--- config.mk ---
export PLATFORM = sky130hd
export DESIGN_NAME = spi_slave_param
export DESIGN_NICKNAME = d
export VERILOG_FILES = /design/src/rtl/spi_slave_param.sv
export SDC_FILE = /design/constraint.sdc
export NUM_CORES = 1
export LEC_CHECK = 0
export BUFFER_PORTS_ARGS = -buffer_cell sky130_fd_sc_hd__buf_2
export CELL_PAD_IN_SITES_DETAIL_PLACEMENT = 1
export CELL_PAD_IN_SITES_GLOBAL_PLACEMENT = 2
export CORE_ASPECT_RATIO = 0.6
export CORE_MARGIN = 2
export CORE_UTILIZATION = 38
export CTS_BUF_LIST = sky130_fd_sc_hd__clkbuf_4
export DETAILED_ROUTE_END_ITERATION = 7
export GPL_TIMING_DRIVEN = 1
export PLACE_DENSITY_LB_ADDON = 0.25
export SLEW_MARGIN = 20
export SYNTH_ARGS = -nofsm -noshare
export SYNTH_HDL_FRONTEND = slang
export SYNTH_SLANG_ARGS = --single-unit
--- constraint.sdc ---
create_clock -name clk -period 3 [get_ports clk]
set_clock_uncertainty 0.15 [all_clocks]
set_input_delay 0.15 -clock clk [delete_from_list [all_inputs] [get_ports clk]]
set_output_delay 0.15 -clock clk [all_outputs]
set_load 0.01 [all_outputs]
--- src/rtl/spi_slave_param.sv ---
// SPI slave front-end: shifts in {cmd, payload} frames MSB first and, on a read-data command,
// waits (bounded) for a tx word and shifts it out on MISO. All outputs are registered.
module spi_slave_param #(
  parameter int DATA_W     = 8,
  parameter int TX_TIMEOUT = 16
) (
  input  logic              clk,
  input  logic              rst,
  input  logic              SS_n,
  input  logic              MOSI,
  input  logic [DATA_W-1:0] tx_data,
  input  logic              tx_valid,
  output logic              MISO,
  output logic [DATA_W+1:0] rx_data,
  output logic              rx_valid,
  output logic              busy,
  output logic              abort,
  output logic              seq_err,
  output logic              timeout_err
);

  localparam int W  = DATA_W + 2;
  localparam int CW = $clog2(W + TX_TIMEOUT + 1) + 1;
  localparam logic [CW-1:0] RX_LAST = CW'(W - 1);
  localparam logic [CW-1:0] TX_LAST = CW'(DATA_W - 1);
  localparam logic [CW-1:0] TO_LAST = CW'(TX_TIMEOUT - 1);

  typedef enum logic [2:0] {IDLE, RX, TX_WAIT, TX, DONE} state_t;

  state_t            state, state_n;
  logic [CW-1:0]     cnt, cnt_n;
  logic [W-2:0]      shreg, shreg_n;
  logic [W-1:0]      frame, rx_data_n;
  logic [DATA_W-1:0] tx_sh, tx_sh_n;
  logic              rd_pending, rd_pending_n;
  logic              miso_n, rx_valid_n, abort_n, seq_err_n, timeout_err_n;

  // Frame including the bit being sampled this edge; cmd sits in the top two bits.
  assign frame = {shreg, MOSI};

  always_comb begin
    state_n       = state;
    cnt_n         = cnt;
    shreg_n       = shreg;
    tx_sh_n       = tx_sh;
    rd_pending_n  = rd_pending;
    rx_data_n     = rx_data;
    miso_n        = 1'b0;
    rx_valid_n    = 1'b0;
    abort_n       = 1'b0;
    seq_err_n     = 1'b0;
    timeout_err_n = 1'b0;
    case (state)
      IDLE: begin
        if (!SS_n) begin
          state_n = RX;
          cnt_n   = '0;
        end
      end
      RX: begin
        if (SS_n) begin
          state_n = IDLE;
          abort_n = 1'b1;
        end else begin
          shreg_n = frame[W-2:0];
          cnt_n   = cnt + 1'b1;
          if (cnt == RX_LAST) begin
            state_n = DONE;
            case (frame[W-1:W-2])
              2'b11: begin
                if (rd_pending) begin
                  rx_data_n    = frame;
                  rx_valid_n   = 1'b1;
                  rd_pending_n = 1'b0;
                  state_n      = TX_WAIT;
                  cnt_n        = '0;
                end else begin
                  seq_err_n = 1'b1;
                end
              end
              2'b10: begin
                rx_data_n    = frame;
                rx_valid_n   = 1'b1;
                rd_pending_n = 1'b1;
              end
              default: begin
                rx_data_n  = frame;
                rx_valid_n = 1'b1;
              end
            endcase
          end
        end
      end
      TX_WAIT: begin
        if (SS_n) begin
          state_n = IDLE;
          abort_n = 1'b1;
        end else if (tx_valid) begin
          miso_n  = tx_data[DATA_W-1];
          tx_sh_n = tx_data << 1;
          state_n = TX;
          cnt_n   = '0;
        end else if (cnt == TO_LAST) begin
          timeout_err_n = 1'b1;
          state_n       = DONE;
        end else begin
          cnt_n = cnt + 1'b1;
        end
      end
      TX: begin
        if (SS_n) begin
          state_n = IDLE;
          abort_n = 1'b1;
        end else if (cnt == TX_LAST) begin
          state_n = DONE;
        end else begin
          miso_n  = tx_sh[DATA_W-1];
          tx_sh_n = tx_sh << 1;
          cnt_n   = cnt + 1'b1;
        end
      end
      DONE: begin
        if (SS_n) state_n = IDLE;
      end
      default: state_n = IDLE;
    endcase
  end

  always_ff @(posedge clk) begin
    if (rst) begin
      state       <= IDLE;
      cnt         <= '0;
      shreg       <= '0;
      tx_sh       <= '0;
      rd_pending  <= 1'b0;
      rx_data     <= '0;
      MISO        <= 1'b0;
      rx_valid    <= 1'b0;
      abort       <= 1'b0;
      seq_err     <= 1'b0;
      timeout_err <= 1'b0;
      busy        <= 1'b0;
    end else begin
      state       <= state_n;
      cnt         <= cnt_n;
      shreg       <= shreg_n;
      tx_sh       <= tx_sh_n;
      rd_pending  <= rd_pending_n;
      rx_data     <= rx_data_n;
      MISO        <= miso_n;
      rx_valid    <= rx_valid_n;
      abort       <= abort_n;
      seq_err     <= seq_err_n;
      timeout_err <= timeout_err_n;
      busy        <= (state_n != IDLE);
    end
  end

endmodule

Word-level counts from Yosys, hierarchy flattened
Cells that the tools add are included.
{"block": "classes", "n_addsub": 1, "n_eq_ne": 17, "n_mux": 41, "n_reduce_logical": 15, "bitwise": 6}
{"op": "two-way mux 6 bit", "count": 10}
{"op": "two-way mux 3 bit", "count": 11}
{"op": "two-way mux 8 bit", "count": 4}
{"op": "case mux 6 bit (4 select lines)", "count": 1}
{"op": "two-way mux 10 bit", "count": 2}
{"op": "case mux 8 bit (2 select lines)", "count": 1}
{"op": "case mux 3 bit (5 select lines)", "count": 1}
{"op": "!= test 2 bit, second input constant", "count": 7}
{"op": "== test 6 x 4 -> 1 bit, second input constant", "count": 2}
{"op": "two-way mux 1 bit", "count": 9}
{"op": "AND reduction 4 bit", "count": 2}
{"op": "OR reduction 4 bit", "count": 2}
{"op": "AND reduction 7 bit", "count": 1}
{"op": "adder 6 x 1 -> 6 bit, second input constant", "count": 1}
{"op": "== test 3 x 2 -> 1 bit, second input constant", "count": 2}
{"op": "== test 6 x 3 -> 1 bit, second input constant", "count": 1}
{"op": "NOT 1 bit", "count": 6}
{"op": "AND reduction 5 bit", "count": 1}
{"op": "OR reduction 5 bit", "count": 1}
{"op": "== test 2 bit, second input constant", "count": 2}
{"op": "case mux 1 bit (2 select lines)", "count": 2}
{"op": "nonzero test 2 bit", "count": 2}
{"op": "nonzero test 4 bit", "count": 1}
{"op": "== test 3 x 1 -> 1 bit, second input constant", "count": 1}
{"op": "7 further kinds", "count": 7}
{"block": "word_totals", "elab_cells": 92, "register_bits": 43}

Longest topological paths before layout
Gate-level depths: netlist of run 1.
{"block": "logic_depth", "ltp_word": 6, "mapped_depth": 6}

Worst setup path before layout of run 1
OpenSTA, ideal clock, no wires.
{"block": "synth_path", "path_kind": "register to register", "from": "register cnt[0]", "to": "register tx_sh[4]", "setup_slack_ns": 1.219, "t_arrival_ns": 1.545, "synth_period_minus_slack_ns": 1.781, "setup_time_ns": 0.086, "path_stages_with_launch": 7, "path_cell_list": "dfxtp_1 ha_1 and4bb_4 a2111oi_4 buf_4 nor2_1 a211oi_1"}
{"block": "synth_between", "elab_chain_cells": 3}
{"element": "start: declaration", "line": "31", "text": "logic [CW-1:0] cnt, cnt_n;"}
{"element": "start signal: assignment", "line": "145", "text": "cnt <= cnt_n;"}
{"element": "== test 6 x 3 -> 1 bit", "line": "114", "text": "end else if (cnt == TX_LAST) begin"}
{"element": "!= test 2 bit (no source line)"}
{"element": "AND reduction 5 bit (no source line)"}
{"element": "end signal: assignment", "line": "147", "text": "tx_sh <= tx_sh_n;"}
{"element": "end: declaration", "line": "34", "text": "logic [DATA_W-1:0] tx_sh, tx_sh_n;"}
No other way between the ends.
A chain may end at the register's enable or synchronous reset.

Final worst setup path of run 1
{"block": "layout_path", "from": "register state[1]", "to": "register MISO"}
{"block": "layout_between", "elab_chain_cells": 2}
{"element": "start: declaration", "line": "30", "text": "state_t state, state_n;"}
{"element": "start signal: assignment", "line": "144", "text": "state <= state_n;"}
{"element": "== test 3 x 2 -> 1 bit", "line": "53", "text": "case (state)"}
{"element": "case mux 1 bit (2 select lines) (*)", "line": "53"}
{"element": "end signal: assignment", "line": "150", "text": "MISO <= miso_n;"}
{"element": "end: declaration", "line": "13", "text": "output logic MISO,"}
Mark *: on every way between the ends. The rest lies on a longest branch, timed or not.

==> results of run 1 <==
-- what timing repair did --
action,4_1_cts,5_1_grt
setup endpoints to repair,0,0
hold endpoints to repair,9,0
hold buffers,9,0
-- per-stage QoR --
step	hold WS, ps	power, mW	cell area (um^2)	setup slack [ps]	util [%]
final	26.6	0.973	2170	615	47.1
after global routing	25.8	1.02	2170	444	47.1
after CTS	10.8	0.986	2170	628	47.1
after detailed placement	272	0.628	2010	753	43.6
after global placement	265	0.625	2010	890	43.6
after floorplan	78.5	0.608	1840	1220	-
-- sequential cells by signal, summed over array words and instances, names as in the netlist --
signal,cells
shreg,9
busy,1
tx_sh,7
abort,1
cnt,6
rx_valid,1
MISO,1
rd_pending,1
timeout_err,1
state,3
rx_data,10
seq_err,1
-- synth_stat cells, types with 2 or more instances --
library cell,number,area (um^2)
sky130_fd_sc_hd__nand2b_1,3,18.8
sky130_fd_sc_hd__buf_2,2,10.0
sky130_fd_sc_hd__or3_1,3,18.8
sky130_fd_sc_hd__mux2i_1,14,140
sky130_fd_sc_hd__a211oi_1,6,45.0
sky130_fd_sc_hd__nand4_1,5,31.3
sky130_fd_sc_hd__nand2_1,20,75.1
sky130_fd_sc_hd__nor3_1,4,20.0
sky130_fd_sc_hd__a21oi_1,17,85.1
sky130_fd_sc_hd__dfxtp_1,42,841
sky130_fd_sc_hd__nor2_1,21,78.8
sky130_fd_sc_hd__o21ai_0,4,20.0
sky130_fd_sc_hd__a311oi_1,2,17.5
sky130_fd_sc_hd__nand3b_1,3,22.5
sky130_fd_sc_hd__nand3_1,3,15.0
sky130_fd_sc_hd__buf_4,2,15.0
sky130_fd_sc_hd__ha_1,2,25.0
sky130_fd_sc_hd__inv_1,7,26.3
sky130_fd_sc_hd__nor2b_1,4,25.0
sky130_fd_sc_hd__clkbuf_1,7,26.3
sky130_fd_sc_hd__nor3b_1,4,30.0
-- metal layers --
layer	global-route usage (%)	routed length [um]	up-vias	part of all wire (%)
met3	4.42	210	9	4.5
met5	0	0	-	0
met4	7.04	74	0	1.6
li1	-	-	775	-
met2	28.3	2090	43	44
met1	25.4	2320	741	49
-- path summary, 6_finish.rpt --
check / startpoint / endpoint / slack [ps] / cells after the start
max: state[1]$_SDFF_PP0_ / MISO$_SDFF_PP0_ / 610 / 5
min: SS_n / abort$_SDFF_PP0_ / 30 / 2
max reg2reg: state[1]$_SDFF_PP0_ / MISO$_SDFF_PP0_ / 610 / 5
min reg2reg: shreg[3]$_SDFFE_PP0P_ / shreg[4]$_SDFFE_PP0P_ / 340 / 2
-- logic make-up after synthesis --
family                     synth area share, %
adders and majority gates                 1.36
AOI/OAI and AO/OA                         15.1
buffers and inverters                     4.42
xor gates and xnor gates                 0.477
and+or+nand+nor                           25.3
muxes                                     7.62
DFF                                       45.7
-- final cells by class --
class | count | share of cell area, %
multi-input combinational | 139 | 42.2
sequential | 42 | 38.7
timing repair buffer | 38 | 11.0
tap | 63 | 3.63
clock buffer | 5 | 1.73
clock inverter | 2 | 1.56
inverter | 7 | 1.21
-- where the power goes --
group,switching [mW],internal (mW)
Sequential,0.00479,0.561
Clock,0.181,0.168
Combinational,0.0331,0.0246
==> reports/qor.txt, run 1 <==
CP arrival -> 2550 ps
synthesis-to-layout area growth -> 18.1%
drc violations -> 0
Post-Syn Area -> 1840 um^2
Port Buffers -> 28
final-report setup violation count -> 0
setup tns final -> 0 ps
crit path buf inv count -> 1
power density cells -> 448 nW/um^2
kind of launch point of the worst setup path -> register
row cnt -> 19
number of nets at the end of the flow -> 248
number of sinks handled by clock tree synthesis -> 42
layout cell share with drive strength beyond 1 -> 17.6%
Yosys warning count -> 0
CTS tree -> yes
total clock buffers created by CTS -> 5
average size of a mapped cell -> 9.19 um^2
ports placed on the boundary -> 29
min cycle time layout -> 2390 ps
Finished Layout Cells -> 296
Leak -> 0.903 nW
Detail Route Antenna Nets -> 0
cell family contributing the most delay on the critical path -> simple AND/OR/NAND/NOR gates
count of filler cells inserted in the layout -> 578
fraction of the cycle the final worst path needs -> 79.5%
vias in the first global route -> 1511
combined global-route utilization of all metal layers -> 18.4%
first-pass GRT wire length -> 7.61 mm
max-capacitance violation count -> 0
number of post-CTS setup repair buffers -> 0
average vias per placed instance -> 5.30
number of antenna violations at the first check in global routing -> 0
die extent in x -> 93.8 um
setup repair after global routing missed its margin -> no
Vias -> 1568
leading cell types in the layout, fill and taps excluded -> 42 x sky130_fd_sc_hd__dfxtp_1, 28 x sky130_fd_sc_hd__buf_2, 21 x sky130_fd_sc_hd__nor2_1
slew at the pin closest to its max-slew limit -> 754 ps
async set or reset register ratio after synthesis -> 0%
initial detailed-routing violation count -> 45
# placed instances -> 280
cell chain of the critical path -> nand3b_1 > a21o_1 > a2bb2oi_1 > nor4_1 > dlygate4sd3_1
final weighted congestion of routability-driven global placement -> 0.812
cell at the slowest stage of the critical path -> sky130_fd_sc_hd__dlygate4sd3_1
Detailed Routing Iterations Pass 1 -> 4
count of final hold-check violations -> 0
maximum root-to-sink buffer count -> 2
area of the die -> 5430 um^2
critical path's largest stage delay -> 580 ps
clk slew on worst S/H paths -> 120 ps
area taken by multi-input logic gates -> 916 um^2
quantity of gates resized following cts -> 0
effective utilization at floorplan -> 39.9%
count of inserted antenna diode cells -> 0
critical path fanouts, max -> 10
Cell variety after synth -> 46
drt total wl -> 4.70 mm
CTS Root Buffer Type -> sky130_fd_sc_hd__clkbuf_4
portion of the post-synthesis area used by sequential elements -> 45.7%
number of synthesized flops with an enable pin -> 0
run status -> finished clean
HPWL Detailed -> 3.32 mm
peak supply drop -> 0.000208 V
Required @ worst endpoint -> 3160 ps
syn_nets -> 215
nature of the critical path endpoint -> register
Relative slew margins -> 49.7%
CORE AREA -> 4610 um^2
number of register bits inferred by synthesis -> 42
remaining global-route overflow -> 0
Top FF cell, synth -> sky130_fd_sc_hd__dfxtp_1
die height -> 57.9 um
most frequent standard cell in the layout excluding fill and tap cells -> sky130_fd_sc_hd__dfxtp_1
maximum clock frequency -> 419 MHz
detail-routed net length per standard cell -> 15.9 um
synthesized instance count -> 200
number of levels in the clock H-tree -> 2
Worst-Skew Late Latency -> 360 ps
area of all sequential standard cells -> 841 um^2
worst min path class -> input port to register
maximum number of pins on one net before global-route repair -> 37
count of pins over their slew limit -> 0
path type of the worst setup path -> register to register
(Power assumes the default switching activity.)
==> inputs of run 2 (changes only) <==
CORE_UTILIZATION = 35   (was 38)
clock period = 2.45 ns   (was 3 ns; I/O delays follow)
==> reports/qor.txt, run 2 (synthesis gave the netlist of run 1 again) <==
sequential group share of total power -> 56.6% (was 58.2%)
Leak -> 0.925 nW (was 0.903 nW)
Detailed Routing Iterations Pass 1 -> 4 (unchanged)
Int Pwr -> 0.960 mW (was 0.755 mW)
synthesis-to-layout area growth -> 20.7% (was 18.1%)
final weighted congestion of routability-driven global placement -> 0.851 (was 0.812)
Largest regs -> rx_data (10), shreg (9), tx_sh (7) (unchanged)
maximum number of pins on one net before global-route repair -> 21 (was 37)
count of inserted antenna diode cells -> 0 (unchanged)
initial detailed-routing violation count -> 70 (was 45)
kind of launch point of the worst setup path -> register (unchanged)
vias in the first global route -> 1581 (was 1511)
drt total wl -> 4.52 mm (was 4.70 mm)
CTS Root Buffer Type -> sky130_fd_sc_hd__clkbuf_4 (unchanged)
count of final hold-check violations -> 0 (unchanged)
Detail Route Antenna Nets -> 0 (unchanged)
cell chain of the critical path -> ha_1 > and4bb_4 > a2111oi_4 > nor2_1 > a211oi_1 (was nand3b_1 > a21o_1 > a2bb2oi_1 > nor4_1 > dlygate4sd3_1)
setup repair after global routing missed its margin -> no (unchanged)
peak supply drop -> 0.000240 V (was 0.000208 V)
Vias -> 1570 (was 1568)
slew at the pin closest to its max-slew limit -> 787 ps (was 754 ps)
path type of the worst setup path -> register to register (unchanged)
Switch Pwr -> 0.265 mW (was 0.219 mW)
CP arrival -> 2310 ps (was 2550 ps)
number of flip-flops in the largest register -> 10 (unchanged)
ports placed on the boundary -> 29 (unchanged)
number of sinks handled by clock tree synthesis -> 42 (unchanged)
min cycle time layout -> 2210 ps (was 2390 ps)
remaining global-route overflow -> 0 (unchanged)
final-report setup violation count -> 0 (unchanged)
die height -> 60.1 um (was 57.9 um)
crit path buf inv count -> 0 (was 1)
row cnt -> 20 (was 19)
first-pass GRT wire length -> 7.50 mm (was 7.61 mm)
maximum root-to-sink buffer count -> 2 (unchanged)
count of pins over their slew limit -> 0 (unchanged)
cell at the slowest stage of the critical path -> sky130_fd_sc_hd__a2111oi_4 (was sky130_fd_sc_hd__dlygate4sd3_1)
combined global-route utilization of all metal layers -> 16.2% (was 18.4%)
critical path's largest stage delay -> 720 ps (was 580 ps)
Port Buffers -> 28 (unchanged)
pre-CTS WS -> 302 ps (was 753 ps)
number of nets at the end of the flow -> 252 (was 248)
clk slew on worst S/H paths -> 120 ps (about the same)
number of antenna violations at the first check in global routing -> 0 (unchanged)
register with the highest flop count -> rx_data (unchanged)
average vias per placed instance -> 5.16 (was 5.30)
CTS tree -> yes (unchanged)
Worst R2R Setup Slack -> 240 ps (was 610 ps)
effective utilization at floorplan -> 36.4% (was 39.9%)
launching point of the worst reg2reg path -> cnt[0]$_SDFFE_PP0P_ (was state[1]$_SDFF_PP0_)
Comb pwr share -> 6.1% (was 5.9%)
number of levels in the clock H-tree -> 2 (unchanged)
die extent in x -> 97.6 um (was 93.8 um)
critical path launch point -> cnt[0]$_SDFFE_PP0P_ (was state[1]$_SDFF_PP0_)
maximum clock frequency -> 452 MHz (was 419 MHz)
number of post-CTS setup repair buffers -> 0 (unchanged)
most frequent standard cell in the layout excluding fill and tap cells -> sky130_fd_sc_hd__dfxtp_1 (unchanged)
nature of the critical path endpoint -> register (unchanged)
power density cells -> 552 nW/um^2 (was 448 nW/um^2)
run status -> finished clean (unchanged)
worst min path class -> input port to register (unchanged)
fraction of the cycle the final worst path needs -> 90.2% (was 79.5%)
Worst Setup Slack, final -> 239 ps (was 615 ps)
Relative slew margins -> 47.5% (was 49.7%)
cell family contributing the most delay on the critical path -> compound AO/OA/AOI/OAI gates (was simple AND/OR/NAND/NOR gates)
HPWL Detailed -> 3.25 mm (was 3.32 mm)
Worst-Skew Late Latency -> 340 ps (was 360 ps)
leading cell types in the layout, fill and taps excluded -> 42 x sky130_fd_sc_hd__dfxtp_1, 28 x sky130_fd_sc_hd__buf_2, 21 x sky130_fd_sc_hd__nor2_1 (unchanged)
Worst Hold Launch -> tx_data[4] (was SS_n)
area of the die -> 5870 um^2 (was 5430 um^2)
total clock buffers created by CTS -> 5 (unchanged)
Required @ worst endpoint -> 2550 ps (was 3160 ps)
share of power burned in the clock network -> 37.3% (was 35.9%)
layout cell share with drive strength beyond 1 -> 19.3% (was 17.6%)
drc violations -> 0 (unchanged)
critical path fanouts, max -> 14 (was 10)
setup tns final -> 0 ps (unchanged)
CORE AREA -> 5050 um^2 (was 4610 um^2)
sw frac -> 21.6% (was 22.5%)
max-capacitance violation count -> 0 (unchanged)
detail-routed net length per standard cell -> 14.9 um (was 15.9 um)
total power after layout -> 1.22 mW (was 0.973 mW)
[run 2: power groups by stage]
stage          clock [mW]  sequential (mW)  combinational [mW]
2_1_floorplan           0            0.706              0.0383
3_3_place_gp            0            0.708              0.0601
3_5_place_dp            0            0.709              0.0624
4_1_cts             0.476            0.694              0.0748
5_1_grt             0.514            0.695              0.0823
6_report            0.457            0.694              0.0747
[run 2: cell type report]
cell class / instances / area, um^2
fill: 596 / 2840
tap: 66 / 82.6
sequential: 42 / 841
multi-input combinational: 139 / 916
timing repair buffer: 42 / 270
clock buffer: 7 / 52.6
inverter: 7 / 26.3
clock inverter: 1 / 30.0
[run 2: per-layer routing]
layer | GRT usage, % | part of all wire, % | up-vias
li1 | - | - | 787
met1 | 20.6 | 50 | 747
met2 | 27.7 | 44 | 30
met3 | 4.33 | 4.3 | 6
met4 | 4.96 | 1.0 | 0
met5 | 0 | 0 | -
[run 2: final timing paths]
| path | endpoint | cells after the start |
|---|---|---|
| setup reg to reg | tx_sh[3]$_SDFFE_PP0P_ | 5 |
| hold reg to reg | shreg[3]$_SDFFE_PP0P_ | 2 |
| setup / recovery | tx_sh[3]$_SDFFE_PP0P_ | 5 |
| hold / removal | tx_sh[5]$_SDFFE_PP0P_ | 3 |
[run 2: worst register-to-register path: stages (launching register included)]
cell and delay [ps]:
sky130_fd_sc_hd__dfxtp_1 380, sky130_fd_sc_hd__ha_1 260, sky130_fd_sc_hd__and4bb_4 250, sky130_fd_sc_hd__a2111oi_4 720
sky130_fd_sc_hd__nor2_1 110, sky130_fd_sc_hd__a211oi_1 260
[run 2: timing repair]
action,in CTS,in global routing
gates resized for setup,0,0
hold buffers,10,0
endpoints found under the hold margin,16,0
[run 2: stage by stage]
stage	utilization [%]	instances	hold WS (ps)	cell area [um^2]
final	43.9	304	26.3	2220
after CTS	43.9	304	17.8	2220
after detailed placement	40.3	286	232	2040
after global placement	40.3	286	223	2040
after floorplan	-	200	51.0	1840
after global routing	43.9	304	11.5	2220
==> inputs of run 3 (changes only) <==
CORE_UTILIZATION = 34   (was 35)
CTS_BUF_LIST = sky130_fd_sc_hd__clkbuf_8 sky130_fd_sc_hd__clkbuf_16   (was sky130_fd_sc_hd__clkbuf_4)
==> reports/qor.txt, run 3 (synthesis gave the netlist of run 1 again) <==
critical path's largest stage delay -> 680 ps (was 720 ps)
clk slew on worst S/H paths -> 90 ps (was 120 ps)
Largest regs -> rx_data (10), shreg (9), tx_sh (7) (unchanged)
cell chain of the critical path -> ha_1 > and4bb_4 > a2111oi_4 > nand3_1 > a21oi_1 (was ha_1 > and4bb_4 > a2111oi_4 > nor2_1 > a211oi_1)
CP arrival -> 2190 ps (was 2310 ps)
number of sinks handled by clock tree synthesis -> 42 (unchanged)
maximum root-to-sink buffer count -> 2 (unchanged)
cell at the slowest stage of the critical path -> sky130_fd_sc_hd__a2111oi_4 (unchanged)
fraction of the cycle the final worst path needs -> 86.4% (was 90.2%)
nature of the critical path endpoint -> register (unchanged)
synthesis-to-layout area growth -> 17.8% (was 20.7%)
row cnt -> 20 (unchanged)
sequential group share of total power -> 53.0% (was 56.6%)
sw frac -> 22.6% (was 21.6%)
layout cell share with drive strength beyond 1 -> 20.0% (was 19.3%)
Worst Hold Margin -> 14.4 ps (was 26.3 ps)
CTS tree -> yes (unchanged)
Detail Route Antenna Nets -> 0 (unchanged)
peak supply drop -> 0.000243 V (was 0.000240 V)
Leak -> 0.903 nW (was 0.925 nW)
remaining global-route overflow -> 0 (unchanged)
final-report setup violation count -> 0 (unchanged)
Required @ worst endpoint -> 2520 ps (was 2550 ps)
detail-routed net length per standard cell -> 15.4 um (was 14.9 um)
area taken by multi-input logic gates -> 916 um^2 (unchanged)
count of final hold-check violations -> 0 (unchanged)
maximum number of pins on one net before global-route repair -> 27 (was 21)
length of routed met2 wiring -> 1.92 mm (was 2.01 mm)
setup tns final -> 0 ps (unchanged)
share of power burned in the clock network -> 42.1% (was 37.3%)
die height -> 61.0 um (was 60.1 um)
drc violations -> 0 (unchanged)
number of nets at the end of the flow -> 244 (was 252)
HPWL Detailed -> 3.32 mm (was 3.25 mm)
number of levels in the clock H-tree -> 2 (unchanged)
worst min path class -> input port to register (unchanged)
Vias -> 1557 (was 1570)
Port Buffers -> 28 (unchanged)
die extent in x -> 98.9 um (was 97.6 um)
metal1 wirelength -> 2.36 mm (was 2.27 mm)
CORE AREA -> 5130 um^2 (was 5050 um^2)
combined global-route utilization of all metal layers -> 16.3% (was 16.2%)
drt total wl -> 4.56 mm (was 4.52 mm)
Worst-Skew Late Latency -> 290 ps (was 340 ps)
average vias per placed instance -> 5.26 (was 5.16)
register with the highest flop count -> rx_data (unchanged)
Relative slew margins -> 50.6% (was 47.5%)
path type of the worst setup path -> register to register (unchanged)
kind of launch point of the worst setup path -> register (unchanged)
Met3 Routed Length -> 254 um (was 194 um)
count of filler cells inserted in the layout -> 598 (was 596)
leading cell types in the layout, fill and taps excluded -> 42 x sky130_fd_sc_hd__dfxtp_1, 28 x sky130_fd_sc_hd__buf_2, 21 x sky130_fd_sc_hd__nor2_1 (unchanged)
count of inserted antenna diode cells -> 0 (unchanged)
number of antenna violations at the first check in global routing -> 0 (unchanged)
maximum clock frequency -> 472 MHz (was 452 MHz)
CTS Root Buffer Type -> sky130_fd_sc_hd__clkbuf_8 (was sky130_fd_sc_hd__clkbuf_4)
Switch Pwr -> 0.296 mW (was 0.265 mW)
slew at the pin closest to its max-slew limit -> 741 ps (was 787 ps)
min cycle time layout -> 2120 ps (was 2210 ps)
ports placed on the boundary -> 29 (unchanged)
setup repair after global routing missed its margin -> no (unchanged)
area of the die -> 6030 um^2 (was 5870 um^2)
Comb pwr share -> 4.9% (was 6.1%)
power density cells -> 604 nW/um^2 (was 552 nW/um^2)
Detailed Routing Iterations Pass 1 -> 4 (unchanged)
number of flip-flops in the largest register -> 10 (unchanged)
final weighted congestion of routability-driven global placement -> 0.840 (was 0.851)
initial detailed-routing violation count -> 52 (was 70)
critical path fanouts, max -> 14 (unchanged)
quantity of gates resized following cts -> 0 (unchanged)
most frequent standard cell in the layout excluding fill and tap cells -> sky130_fd_sc_hd__dfxtp_1 (unchanged)
Int Pwr -> 1.01 mW (was 0.960 mW)
count of pins over their slew limit -> 0 (unchanged)
total clock buffers created by CTS -> 5 (unchanged)
effective utilization at floorplan -> 35.8% (was 36.4%)
area of all sequential standard cells -> 841 um^2 (unchanged)
highest metal layer with signal wires -> met4 (unchanged)
vias in the first global route -> 1494 (was 1581)
max-capacitance violation count -> 0 (unchanged)
first-pass GRT wire length -> 7.64 mm (was 7.50 mm)
run status -> finished clean (unchanged)
==> run 3: changes by cell type in the layout (fill, tap and decap cells not counted) <==
cell and delta:
sky130_fd_sc_hd__clkbuf_4 -7, sky130_fd_sc_hd__clkbuf_8 +5, sky130_fd_sc_hd__dlygate4sd3_1 -8, sky130_fd_sc_hd__clkinv_2 +2
==> run 3: power by group through the flow <==
stage	clock network, mW	registers (mW)	logic [mW]
2_1_floorplan	0	0.706	0.0383
3_3_place_gp	0	0.708	0.0606
3_5_place_dp	0	0.709	0.0624
4_1_cts	0.566	0.693	0.0651
5_1_grt	0.598	0.694	0.0725
6_report	0.551	0.693	0.0645
==> run 3: critical path, delay by kind of cell (launching register included) <==
family / cells / cell delay, ps
simple gates: 2 / 420
flops: 1 / 360
fa+ha+maj: 1 / 260
compound gates: 2 / 860
==> run 3: layout make-up <==
cell class                      count  share of cell area, %
Multi-Input combinational cell    139                   42.3
Sequential cell                    42                   38.8
Timing Repair Buffer               34                   8.79
Tap cell                           66                   3.82
Clock buffer                        5                   3.18
Clock inverter                      3                   1.85
Inverter                            7                   1.21
==> run 3: what timing repair did <==
item	in CTS	in global routing
setup buffers	0	0
hold buffers	2	0
endpoints found under the hold margin	3	0
endpoints found under the setup margin	0	0
==> run 3: worst paths after layout <==
path                            cells after the start  slack, ps               endpoint                  start
worst max register to register                      5        330  tx_sh[1]$_SDFFE_PP0P_    cnt[0]$_SDFFE_PP0P_
worst min-delay path                                3         10  tx_sh[2]$_SDFFE_PP0P_             tx_data[1]
worst min register to register                      2        330  shreg[4]$_SDFFE_PP0P_  shreg[3]$_SDFFE_PP0P_
worst max-delay path                                5        330  tx_sh[1]$_SDFFE_PP0P_    cnt[0]$_SDFFE_PP0P_
==> run 3: routing by layer <==
metal,GRT usage [%],up-vias
met5,0,-
met4,4.70,0
met3,4.03,2
met2,24.5,40
met1,23.4,744
li1,-,771
==> run 3: stage by stage <==
step                      utilization [%]  power, mW  instances  setup WS [ps]  cell area [um^2]
final                                42.2       1.31        296            332              2160
after detailed placement             39.7      0.771        286            346              2040
after CTS                            42.2       1.32        296            346              2160
after global placement               39.7      0.769        286            467              2040
after floorplan                         -      0.744        200            669              1840
after global routing                 42.2       1.36        296            144              2160
